[src/rtl/change_payout_unit.sv]
// Coin payout engine: pays a loaded amount from three hoppers (3, 2, 1) largest coin first,
// confirms each coin on the chute sensor and bypasses hoppers that fail to confirm.
module change_payout_unit #(
    parameter int AMT_W         = 4,
    parameter int EJECT_CYCLES  = 4,
    parameter int GAP_CYCLES    = 2,
    parameter int SENSE_TIMEOUT = 16
) (
    input  logic             clk,
    input  logic             reset_n,
    input  logic             load,
    input  logic [AMT_W-1:0] amount,
    input  logic [2:0]       hopper_empty,
    input  logic             coin_sensed,
    output logic             ready,
    output logic             busy,
    output logic [2:0]       eject,
    output logic [AMT_W-1:0] remaining,
    output logic             done,
    output logic             short_pay,
    output logic [2:0]       jam
);

    localparam int CNT_W = $clog2(SENSE_TIMEOUT + EJECT_CYCLES + GAP_CYCLES + 1);

    typedef enum logic [2:0] {
        S_IDLE,
        S_SELECT,
        S_EJECT,
        S_WAIT_SENSE,
        S_GAP,
        S_DONE
    } state_t;

    state_t           state_q, state_d;
    logic [AMT_W-1:0] remaining_q, remaining_d;
    logic [1:0]       coin_q, coin_d;
    logic [CNT_W-1:0] cnt_q, cnt_d;
    logic             confirmed_q, confirmed_d;
    logic             short_pay_q, short_pay_d;
    logic [2:0]       jam_q, jam_d;

    logic [1:0]       pick;
    logic [AMT_W-1:0] coin_amt;

    assign coin_amt = {{(AMT_W-2){1'b0}}, coin_q};

    // Largest denomination that fits, is stocked and has not jammed; 0 when none qualifies.
    always_comb begin
        pick = 2'd0;
        if (remaining_q >= AMT_W'(3) && !hopper_empty[2] && !jam_q[2]) begin
            pick = 2'd3;
        end else if (remaining_q >= AMT_W'(2) && !hopper_empty[1] && !jam_q[1]) begin
            pick = 2'd2;
        end else if (remaining_q >= AMT_W'(1) && !hopper_empty[0] && !jam_q[0]) begin
            pick = 2'd1;
        end
    end

    always_comb begin
        state_d     = state_q;
        remaining_d = remaining_q;
        coin_d      = coin_q;
        cnt_d       = cnt_q;
        confirmed_d = confirmed_q;
        short_pay_d = short_pay_q;
        jam_d       = jam_q;

        case (state_q)
            S_IDLE: begin
                if (load) begin
                    remaining_d = amount;
                    short_pay_d = 1'b0;
                    jam_d       = 3'b000;
                    state_d     = (amount == '0) ? S_DONE : S_SELECT;
                end
            end
            S_SELECT: begin
                if (remaining_q == '0) begin
                    state_d = S_DONE;
                end else if (pick == 2'd0) begin
                    short_pay_d = 1'b1;
                    state_d     = S_DONE;
                end else begin
                    coin_d      = pick;
                    cnt_d       = '0;
                    confirmed_d = 1'b0;
                    state_d     = S_EJECT;
                end
            end
            S_EJECT: begin
                cnt_d = cnt_q + CNT_W'(1);
                // Only the first sensor pulse per coin is credited.
                if (coin_sensed && !confirmed_q) begin
                    remaining_d = remaining_q - coin_amt;
                    confirmed_d = 1'b1;
                end
                if (cnt_q == CNT_W'(EJECT_CYCLES - 1)) begin
                    cnt_d   = '0;
                    state_d = (confirmed_q || coin_sensed) ? S_GAP : S_WAIT_SENSE;
                end
            end
            S_WAIT_SENSE: begin
                cnt_d = cnt_q + CNT_W'(1);
                if (coin_sensed) begin
                    remaining_d = remaining_q - coin_amt;
                    cnt_d       = '0;
                    state_d     = S_GAP;
                end else if (cnt_q == CNT_W'(SENSE_TIMEOUT - 1)) begin
                    case (coin_q)
                        2'd1:    jam_d[0] = 1'b1;
                        2'd2:    jam_d[1] = 1'b1;
                        2'd3:    jam_d[2] = 1'b1;
                        default: jam_d    = jam_q;
                    endcase
                    cnt_d   = '0;
                    state_d = S_GAP;
                end
            end
            S_GAP: begin
                cnt_d = cnt_q + CNT_W'(1);
                if (cnt_q == CNT_W'(GAP_CYCLES - 1)) begin
                    cnt_d   = '0;
                    state_d = S_SELECT;
                end
            end
            S_DONE: begin
                state_d = S_IDLE;
            end
            default: begin
                state_d = S_IDLE;
            end
        endcase
    end

    always_ff @(posedge clk or negedge reset_n) begin
        if (!reset_n) begin
            state_q     <= S_IDLE;
            remaining_q <= '0;
            coin_q      <= 2'd0;
            cnt_q       <= '0;
            confirmed_q <= 1'b0;
            short_pay_q <= 1'b0;
            jam_q       <= 3'b000;
        end else begin
            state_q     <= state_d;
            remaining_q <= remaining_d;
            coin_q      <= coin_d;
            cnt_q       <= cnt_d;
            confirmed_q <= confirmed_d;
            short_pay_q <= short_pay_d;
            jam_q       <= jam_d;
        end
    end

    // Solenoid drive decodes straight from state so it drops the instant reset asserts.
    always_comb begin
        eject = 3'b000;
        if (state_q == S_EJECT) begin
            case (coin_q)
                2'd1:    eject = 3'b001;
                2'd2:    eject = 3'b010;
                2'd3:    eject = 3'b100;
                default: eject = 3'b000;
            endcase
        end
    end

    assign ready     = (state_q == S_IDLE);
    assign busy      = ~ready;
    assign done      = (state_q == S_DONE);
    assign remaining = remaining_q;
    assign short_pay = short_pay_q;
    assign jam       = jam_q;

endmodule

[config.mk]
export PLATFORM = sky130hd
export DESIGN_NAME = change_payout_unit
export DESIGN_NICKNAME = d
export VERILOG_FILES = /design/src/rtl/change_payout_unit.sv
export SDC_FILE = /design/constraint.sdc
export NUM_CORES = 1
export LEC_CHECK = 0
export BUFFER_PORTS_ARGS = -buffer_cell sky130_fd_sc_hd__buf_4
export CAP_MARGIN = 15
export CORE_MARGIN = 5
export CORE_UTILIZATION = 35
export CTS_CLUSTER_SIZE = 24
export DETAILED_ROUTE_END_ITERATION = 10
export PLACE_DENSITY_LB_ADDON = 0.05
export RECOVER_POWER = 50
export SYNTH_ARGS = -nofsm -noshare
export SYNTH_HDL_FRONTEND = slang
export SYNTH_SLANG_ARGS = --single-unit
[constraint.sdc]
create_clock -name clk -period 2.4 [get_ports clk]
set_input_delay 0.48 -clock clk [delete_from_list [all_inputs] [get_ports clk]]
set_output_delay 0.48 -clock clk [all_outputs]
set_load 0.005 [all_outputs]
==> results of run 1 <==
[cells in the mapped netlist (all sizes together), types with 4 or more instances]
library cell  count
a21oi             9
clkbuf            8
dfrtp            19
ha                6
inv              14
nand2             4
nand3             4
nor2             13
nor3              6
nor4              4
o21ai             7
o22ai             6
[metrics by stage]
stage          cell area, sq um  hold slack, ns
2_1_floorplan              1290           0.184
3_3_place_gp               1520           0.380
3_5_place_dp               1520           0.380
4_1_cts                    1570          0.0970
5_1_grt                    1560           0.462
6_report                   1560           0.410
[critical path, cell delays in order (launching register included)]
cell and delay [ns]:
dfrtp_1 0.56, nand2b_1 0.42, nor4_1 0.31, buf_4 0.17
[layer usage]
layer	vias to the layer above	GRT usage, %
li1	596	-
met1	590	18.3
met2	25	24.0
met3	4	2.41
met4	0	3.97
met5	-	0
[state kept, by name (all words and copies together) (netlist names)]
| signal | cells |
|---|---|
| cnt_q | 5 |
| remaining | 4 |
| jam | 3 |
| state_q | 3 |
| coin_q | 2 |
| confirmed_q | 1 |
| short_pay | 1 |
[power by group]
part,internal (mW),switching (mW)
combinational,0.479,0.535
sequential,0.447,0.221
clock,0.118,0.117
[how the worst max path moves through the flow]
stage / startpoint / end / slack (ns)
after CTS: state_q[2]$_DFFE_PN0P_ / eject[2] / 0.18
after detailed placement: state_q[2]$_DFFE_PN0P_ / eject[2] / 0.46
after global routing: state_q[2]$_DFFE_PN0P_ / eject[1] / 0.04
after global placement: state_q[2]$_DFFE_PN0P_ / eject[2] / 0.50
final: state_q[2]$_DFFE_PN0P_ / eject[2] / 0.19
after floorplan: remaining[1]$_DFFE_PN0P_ / cnt_q[4]$_DFFE_PN0P_ / 0.52
[placed cells by master, fill, tap and decap left out, types with 5 or more instances in the layout]
master,instances
buf_4,19
dfrtp_1,19
clkbuf_4,7
o21ai_0,5
a21oi_1,8
nor3_1,6
ha_1,6
nor2_1,13
inv_1,13
o22ai_1,6
[logic make-up after synthesis]
| logic type | after synthesis |
|---|---|
| buf+inv | 22 |
| flops | 19 |
| simple gates | 51 |
| xor+xnor | 2 |
| compound gates | 44 |
| mux | 2 |
| fa+ha+maj | 7 |
[layout make-up]
cell class | count | area, sq um
inverters | 14 | 52.6
fillers | 364 | 2040
clock buffers | 4 | 45.0
flip-flops and latches | 19 | 475
repair buffers | 27 | 199
well taps | 48 | 60.1
multi-input cells | 106 | 731
==> impl_metrics.csv, run 1 <==
group,metric,value,unit
clock_tree,worstSkewPairLatency,0.26,ns
power,p_leak,0.696,nW
placement,pre_cts_ws,0.464,ns
status,status,"completed",
synth,synth_mux_area_share,1.55,%
synth,ys_types,49,
global_routing,grt_use_total,14.1,%
detailed_routing,via_count,1215,
detailed_routing,firstDrtPassIters,5,
die,die_w,70.7,um
global_routing,antenna_found_initial,0,
worst_setup_path,end_kind,"output port",
clock_tree,cts_sinks,19,
synth,synth_seq_cells,19,
final_layout,diodes,0,
timing,worst_pin_slew,1.13,ns
clock_tree,cts_hold_buf,0,
synth,yosysTopAreaCell,"dfrtp_1",
clock_tree,clockBufferDepth,2,
detailed_routing,ant_nets,0,
die,ios,25,
synth,synth-simple-area-share,22.9,%
detailed_routing,wire_per_inst,15.7,um
detailed_routing,dr_wl_met2,1730,um
synth,synthFlopType,"dfrtp_1",
die,row_count,22,
final_layout,drive_above_1_share,21.8,%
timing,min_period_over_period,92.0,%
power,finalPower,1.92,mW
final_layout,area_growth,21.3,%
synth,synth_top_area_share,36.9,%
detailed_routing,viasPerCell,5.57,
detailed_routing,met1Wirelength,1510,um
timing,period_minus_slack,2.21,ns
placement,portBuffers,24,
die,start_util,35.7,%
synth,ys_seq_area_share,36.9,%
die,core,0.00361,sq mm
global_routing,grt_max_degree,20,
hold_path,hp-class,"in2async",
clock_tree,cts_buffers,3,
timing,fin_tns_setup,0,ns
worst_setup_path,reg2reg_setup_slack,0.50,ns
clock_tree,path_clk_slew,0.08,ns
synth,synthAdderAreaFrac,7.38,%
synth,synth-xor-area-share,1.36,%
die,die_area,0.00500,sq mm
clock_tree,cts_tree,"yes",
synth,synth-edff-count,0,
synth,syn_inst,147,
synth,syn-num-nets,165,
clock_tree,ctsHtreeMaxLevel,1,
worst_setup_path,crit_fanout,17,
worst_setup_path,reg2reg_from,"remaining[1]$_DFFE_PN0P_",
worst_setup_path,cp.arrival,1.73,ns
clock_tree,post_cts_buffers,0,
synth,synth_compound_area_share,23.5,%
timing,fin_ws,0.192,ns
placement,hpwl,2640,um
final_layout,finish.utilization,43.3,%
global_routing,grt_pass1_vias,1187,
placement,dpl.cell_count,214,
flow_run,drv_cap,0,
detailed_routing,highest_layer,"met4",
worst_setup_path,cp.required,1.92,ns
timing,setup_viol,0,
synth,synth_area_leaders,"dfrtp_1 37%, ha_1 5.8%, inv_1 3.8%, nor2_1 3.8%, a21oi_1 3.1%",
synth,syn_area,0.00129,sq mm
worst_setup_path,ff2ff_path_depth,5,
timing,skew,0.00761,ns
clock_tree,cts_resized,0,
clock_tree,cts-root-buf,"clkbuf_8",
die,fp.dieH,70.7,um
worst_setup_path,r2r_end,"short_pay$_DFFE_PN0P_",
placement,gp_congestion,0.824,
timing,final_max_slew_viol_count,0,
timing,hold_violations,0,
detailed_routing,drt_iter0_markers,84,
final_layout,layout.cells.non_filler,218,
global_routing,grt_pass1_wl,5790,um
power,power_per_cell_area,1230,mW/mm^2
synth,avgSynthCellArea,8.77,sq um
final_layout,nets,189,
synth,synth_top_family_by_area,"compound AO/OA/AOI/OAI gates",
detailed_routing,wl,3420,um
detailed_routing,route.met3.wl,145,um
synth,ys_warn_count,0,
timing,max_freq,0.453,GHz
timing,slew-limit-headroom,24.9,%
timing,rsz0062_at_grt,"no",
global_routing,gr-total-overflow,0,
synth,async_reset_ff_share,100,%
detailed_routing,drc,0,
worst_setup_path,crit_type,"reg2out",
worst_setup_path,cp-start-kind,"flip-flop",
power,ir_drop,0.381,mV
No activity file was read; power rests on OpenSTA's default activity.
==> run 2, diff against run 1 <==
--- a/config.mk
+++ b/config.mk
@@ -7,11 +7,9 @@
 export LEC_CHECK = 0
 export BUFFER_PORTS_ARGS = -buffer_cell sky130_fd_sc_hd__buf_4
 export CAP_MARGIN = 15
-export CORE_MARGIN = 5
 export CORE_UTILIZATION = 35
 export CTS_CLUSTER_SIZE = 24
 export DETAILED_ROUTE_END_ITERATION = 10
-export PLACE_DENSITY_LB_ADDON = 0.05
 export RECOVER_POWER = 50
 export SYNTH_ARGS = -nofsm -noshare
 export SYNTH_HDL_FRONTEND = slang
==> run 2 against run 1 <==
Against the previous run: clock skew down 0.0019 ns; largest cell class unchanged; flip-flop and latch count unchanged; cell count down 1.4%.
==> impl_metrics.csv, run 2 (synthesized netlist as in run 1, its figures left out) <==
group,metric,value,unit
die,row_count,21,
timing,setup_viol,0,
clock_tree,clockBufferDepth,2,
clock_tree,cts_tree,"yes",
global_routing,gr-total-overflow,0,
clock_tree,cts_hold_buf,0,
detailed_routing,wire_per_inst,15.0,um
global_routing,grt_use_total,18.3,%
detailed_routing,firstDrtPassIters,4,
worst_setup_path,cp-start-kind,"flip-flop",
clock_tree,cts_buffers,3,
die,fp.dieH,62.7,um
final_layout,finish.utilization,45.1,%
die,start_util,37.4,%
timing,skew,0.00570,ns
final_layout,drive_above_1_share,21.9,%
detailed_routing,drc,0,
timing,rsz0062_at_grt,"no",
placement,portBuffers,24,
die,die_w,62.7,um
detailed_routing,via_count,1216,
power,p_leak,0.693,nW
final_layout,final_cell_mix,"19 x dfrtp_1, 18 x buf_4, 13 x inv_1, 13 x nor2_1, 8 x a21oi_1",
die,ios,25,
placement,placed_cell_area,0.00151,sq mm
detailed_routing,wl,3220,um
global_routing,antenna_found_initial,0,
timing,slew-limit-headroom,28.6,%
power,ir_drop,0.462,mV
timing,min_period_over_period,92.7,%
worst_setup_path,end_kind,"output port",
die,core,0.00344,sq mm
worst_setup_path,reg2reg_setup_slack,0.52,ns
status,status,"completed",
die,die_area,0.00393,sq mm
global_routing,grt_max_degree,20,
timing,hold_violations,0,
clock_tree,cts_resized,0,
clock_tree,path_clk_slew,0.08,ns
final_layout,nets,188,
global_routing,grt_pass1_wl,5690,um
worst_setup_path,crit_type,"reg2out",
final_layout,fin_area,0.00155,sq mm
placement,gp_congestion,0.852,
power,power_per_cell_area,1210,mW/mm^2
timing,worst_pin_slew,1.07,ns
final_layout,diodes,0,
clock_tree,ctsHtreeMaxLevel,1,
clock_tree,worstSkewPairLatency,0.26,ns
final_layout,final_common_cell,"dfrtp_1",
final_layout,area_growth,20.6,%
global_routing,grt_pass1_vias,1192,
worst_setup_path,crit_fanout,18,
final_layout,top_register,"cnt_q",
clock_tree,post_cts_buffers,0,
worst_setup_path,cp.arrival,1.74,ns
timing,max_freq,0.450,GHz
clock_tree,cts-root-buf,"clkbuf_8",
detailed_routing,drt_iter0_markers,65,
final_layout,largest_register_ffs,5,
worst_setup_path,cp.required,1.92,ns
final_layout,nFillCells,343,
hold_path,hp-class,"in2async",
timing,final_max_slew_viol_count,0,
timing,period_minus_slack,2.22,ns
placement,hpwl,2430,um
flow_run,drv_cap,0,
detailed_routing,viasPerCell,5.66,
detailed_routing,ant_nets,0,
timing,fin_tns_setup,0,ns
clock_tree,cts_sinks,19,
==> run 2: changes by cell type in the layout (fill, tap and decap cells not counted) <==
cell      change
clkbuf_1      -1
buf_4         -1
clkinv_2      +1
==> run 2: final timing paths <==
path | from | endpoint | cells past startpoint
max in group asynchronous | reset_n | remaining[3]$_DFFE_PN0P_ | 1
min in group clk | load | jam[0]$_DFFE_PN0P_ | 2
max reg2reg | state_q[1]$_DFFE_PN0P_ | state_q[0]$_DFFE_PN0P_ | 4
max | state_q[1]$_DFFE_PN0P_ | eject[0] | 3
min | reset_n | jam[1]$_DFFE_PN0P_ | 1
min reg2reg | cnt_q[0]$_DFFE_PN0P_ | cnt_q[0]$_DFFE_PN0P_ | 1
==> run 2: stage by stage <==
step | worst slack [ns] | power (mW) | hold slack [ns] | std cells
after floorplan | 0.516 | 1.31 | 0.184 | 147
after detailed placement | 0.494 | 1.67 | 0.376 | 211
after global placement | 0.575 | 1.64 | 0.374 | 211
final | 0.176 | 1.89 | 0.392 | 215
after CTS | 0.202 | 1.90 | 0.0931 | 215
after global routing | 0.0479 | 2.07 | 0.470 | 215
==> run 2: report_power, final <==
group	switching (mW)	internal, mW
registers	0.229	0.447
clock network	0.115	0.116
logic	0.513	0.467
==> run 2: area by class of cell <==
cell class	instances	area [sq um]	share of cell area [%]
inverters	14	52.6	3.38
well taps	46	57.6	3.70
multi-input cells	106	731	47.0
clock inverters	1	5.00	0.322
clock buffers	3	41.3	2.66
repair buffers	26	191	12.3
flip-flops and latches	19	475	30.6
==> run 2: metal layers <==
layer | GRT usage [%] | part of all wire [%]
met3 | 2.92 | 5.6
met4 | 7.27 | 1.8
met5 | 0 | 0
met1 | 25.0 | 45
met2 | 28.7 | 47
==> run 2: critical path: stages (launching register included) <==
cell      delay (ns)
dfrtp_1         0.70
nand2b_1        0.35
nor4_1          0.28
buf_4           0.16
==> run 3, diff against run 2 <==
--- a/config.mk
+++ b/config.mk
@@ -5,6 +5,7 @@
 export SDC_FILE = /design/constraint.sdc
 export NUM_CORES = 1
 export LEC_CHECK = 0
+export ABC_AREA = 1
 export BUFFER_PORTS_ARGS = -buffer_cell sky130_fd_sc_hd__buf_4
 export CAP_MARGIN = 15
 export CORE_UTILIZATION = 35
==> run 3 against run 2 <==
Against the previous run: flip-flop and latch count stayed put; synthesized area is 1.8% higher; wire length is 8.0% lower.
==> impl_metrics.csv, run 3 <==
group,metric,value,unit
global_routing,grt_use_total,16.5,%
synth,yosys-top-cells-count,"62 x nand2_1, 21 x inv_1, 19 x dfrtp_1, 15 x nor2_1, 14 x o21ai_0",
final_layout,largest_register_ffs,5,
final_layout,fin_area,0.00158,sq mm
power,ir_drop,0.408,mV
synth,synth_top_area_share,36.2,%
synth,syn-num-nets,202,
placement,portBuffers,24,
worst_setup_path,reg2reg_from,"cnt_q[0]$_DFFE_PN0P_",
clock_tree,cts-root-buf,"clkbuf_8",
synth,async_reset_ff_share,100,%
placement,placed_cell_area,0.00154,sq mm
worst_setup_path,end_kind,"output port",
worst_setup_path,ff2ff_path_depth,9,
synth,ys_warn_count,0,
synth,synth_most_common_cell,"nand2_1",
final_layout,drive_above_1_share,19.9,%
clock_tree,clockBufferDepth,2,
flow_run,drv_cap,0,
power,power_per_cell_area,1160,mW/mm^2
clock_tree,ctsHtreeMaxLevel,1,
timing,hold_violations,0,
global_routing,grt_pass1_wl,5230,um
worst_setup_path,cp.required,1.92,ns
die,row_count,21,
synth,synthFlopType,"dfrtp_1",
final_layout,nets,230,
placement,hpwl,2360,um
clock_tree,post_cts_buffers,0,
timing,worst_pin_slew,1.06,ns
synth,synth_area_leaders,"dfrtp_1 36%, nand2_1 18%, inv_1 6.0%, ha_1 5.7%, o21ai_0 5.3%",
final_layout,area_growth,20.4,%
synth,yosysTopAreaCell,"dfrtp_1",
clock_tree,worstSkewPairLatency,0.26,ns
worst_setup_path,worstSetupEndpoint,"eject[1]",
synth,syn_area,0.00131,sq mm
clock_tree,cts_tree,"yes",
die,start_util,37.8,%
timing,period_minus_slack,1.86,ns
detailed_routing,dr_wl_met2,1410,um
final_layout,top_register,"cnt_q",
global_routing,grt_max_degree,20,
hold_path,hp-class,"in2async",
timing,min_period_over_period,77.4,%
global_routing,gr-total-overflow,0,
global_routing,antenna_found_initial,0,
power,finalPower,1.83,mW
worst_setup_path,cp_num_buf_inv,1,
final_layout,final_cell_mix,"62 x nand2_1, 21 x inv_1, 19 x dfrtp_1, 16 x buf_4, 15 x nor2_1",
worst_setup_path,cp-start-kind,"flip-flop",
timing,max_freq,0.538,GHz
detailed_routing,met1Wirelength,1410,um
detailed_routing,viasPerCell,4.70,
timing,rsz0062_at_grt,"no",
power,p_leak,0.835,nW
worst_setup_path,cp.arrival,1.38,ns
timing,slew-limit-headroom,29.2,%
worst_setup_path,worstPathCellList,"nor2_2 -> nand2_2 -> nor2_1 -> buf_4",
worst_setup_path,crit_fanout,5,
synth,syn_inst,184,
detailed_routing,ant_nets,0,
synth,avgSynthCellArea,7.13,sq um
worst_setup_path,cp_top_family,"simple AND/OR/NAND/NOR gates",
detailed_routing,wire_per_inst,11.5,um
clock_tree,cts_buffers,3,
worst_setup_path,r2r_end,"jam[0]$_DFFE_PN0P_",
timing,skew,0.00342,ns
synth,synth-edff-count,0,
die,ios,25,
timing,final_max_slew_viol_count,0,
timing,fin_tns_setup,0,ns
synth,ys_seq_area_share,36.2,%
die,die_w,63.2,um
detailed_routing,highest_layer,"met4",
worst_setup_path,max_stage_delay,0.46,ns
detailed_routing,route.met3.wl,128,um
clock_tree,cts_resized,0,
clock_tree,cts_hold_buf,0,
detailed_routing,drt_iter0_markers,85,
worst_setup_path,cpMaxStageDelayCell,"dfrtp_1",
die,die_area,0.00400,sq mm
clock_tree,cts_sinks,19,
die,core,0.00347,sq mm
worst_setup_path,reg2reg_setup_slack,0.80,ns
detailed_routing,via_count,1208,
detailed_routing,firstDrtPassIters,4,
synth,ys_types,27,
clock_tree,path_clk_slew,0.07,ns
worst_setup_path,crit_cells,4,
status,status,"completed",
synth,synth_seq_cells,19,
detailed_routing,drc,0,
global_routing,grt_pass1_vias,1170,
final_layout,final_common_cell,"nand2_1",
worst_setup_path,crit_type,"reg2out",
timing,setup_viol,0,
die,fp.dieH,63.2,um
placement,gp_congestion,0.886,
final_layout,diodes,0,
detailed_routing,wl,2960,um
worst_setup_path,startpoint,"state_q[2]$_DFFE_PN0P_",
run 3: cell count changes in the layout (fill, tap and decap cells not counted), moves of 4 or more:
cell | previous run | this run
nand3_1 | 4 | 11
nand2_1 | 4 | 62
a21oi_1 | 8 | 2
nor3_1 | 6 | 0
o22ai_1 | 6 | 0
nor4_1 | 4 | 0
inv_1 | 13 | 21
nor2_2 | 0 | 4
o21ai_0 | 5 | 14
run 3: cell type report:
| class | instances | area, sq um |
|---|---|---|
| multi-input combinational | 140 | 736 |
| sequential | 19 | 475 |
| clock buffer | 4 | 45.0 |
| inverter | 24 | 90.1 |
| timing repair buffer | 24 | 176 |
| fill | 388 | 1890 |
| tap | 46 | 57.6 |
run 3: stage by stage:
stage	hold WS (ns)	util (%)	std cells	worst slack (ns)
final	0.386	45.6	257	0.542
after global routing	0.505	45.6	257	0.444
after CTS	0.0945	45.7	257	0.552
after detailed placement	0.375	44.4	253	0.791
after global placement	0.374	44.4	253	0.809
after floorplan	0.184	-	184	0.952
run 3: layer usage:
metal / global-route usage (%) / vias up
met5: 0 / -
met4: 2.56 / 0
met3: 3.99 / 4
met2: 28.1 / 29
met1: 21.4 / 541
li1: - / 634
run 3: kinds of logic after synthesis:
group | after synthesis | synth area share [%]
AOI/OAI and AO/OA | 25 | 10.7
DFF | 19 | 36.2
buffers and inverters | 25 | 7.72
adders and majority gates | 7 | 7.24
and+or+nand+nor | 104 | 35.5
xor gates and xnor gates | 4 | 2.67
run 3: worst min-delay path by stage:
stage	from	end	slack, ns	cells past startpoint
2_1_floorplan	reset_n	cnt_q[0]$_DFFE_PN0P_	0.18	0
3_3_place_gp	reset_n	remaining[1]$_DFFE_PN0P_	0.37	1
3_5_place_dp	reset_n	remaining[1]$_DFFE_PN0P_	0.37	1
4_1_cts	reset_n	remaining[3]$_DFFE_PN0P_	0.09	1
5_1_grt	reset_n	remaining[1]$_DFFE_PN0P_	0.50	1
6_report	reset_n	remaining[3]$_DFFE_PN0P_	0.39	1
run 3: worst reg2reg max path, stage by stage, from the launching register on:
cell,delay (ns)
dfrtp_1,0.41
ha_1,0.22
nand2_1,0.07
nor2_1,0.12
ha_1,0.16
inv_1,0.08
o21ai_0,0.18
nand3_1,0.12
nand2_1,0.07
o21ai_0,0.06
run 3: power by group:
part / leakage, nW / internal, mW / switching, mW / total, mW
sequential: 0.245 / 0.441 / 0.143 / 0.584
combinational: 0.567 / 0.413 / 0.600 / 1.01
clock: 0.0228 / 0.118 / 0.112 / 0.231
total: 0.835 / 0.972 / 0.855 / 1.83
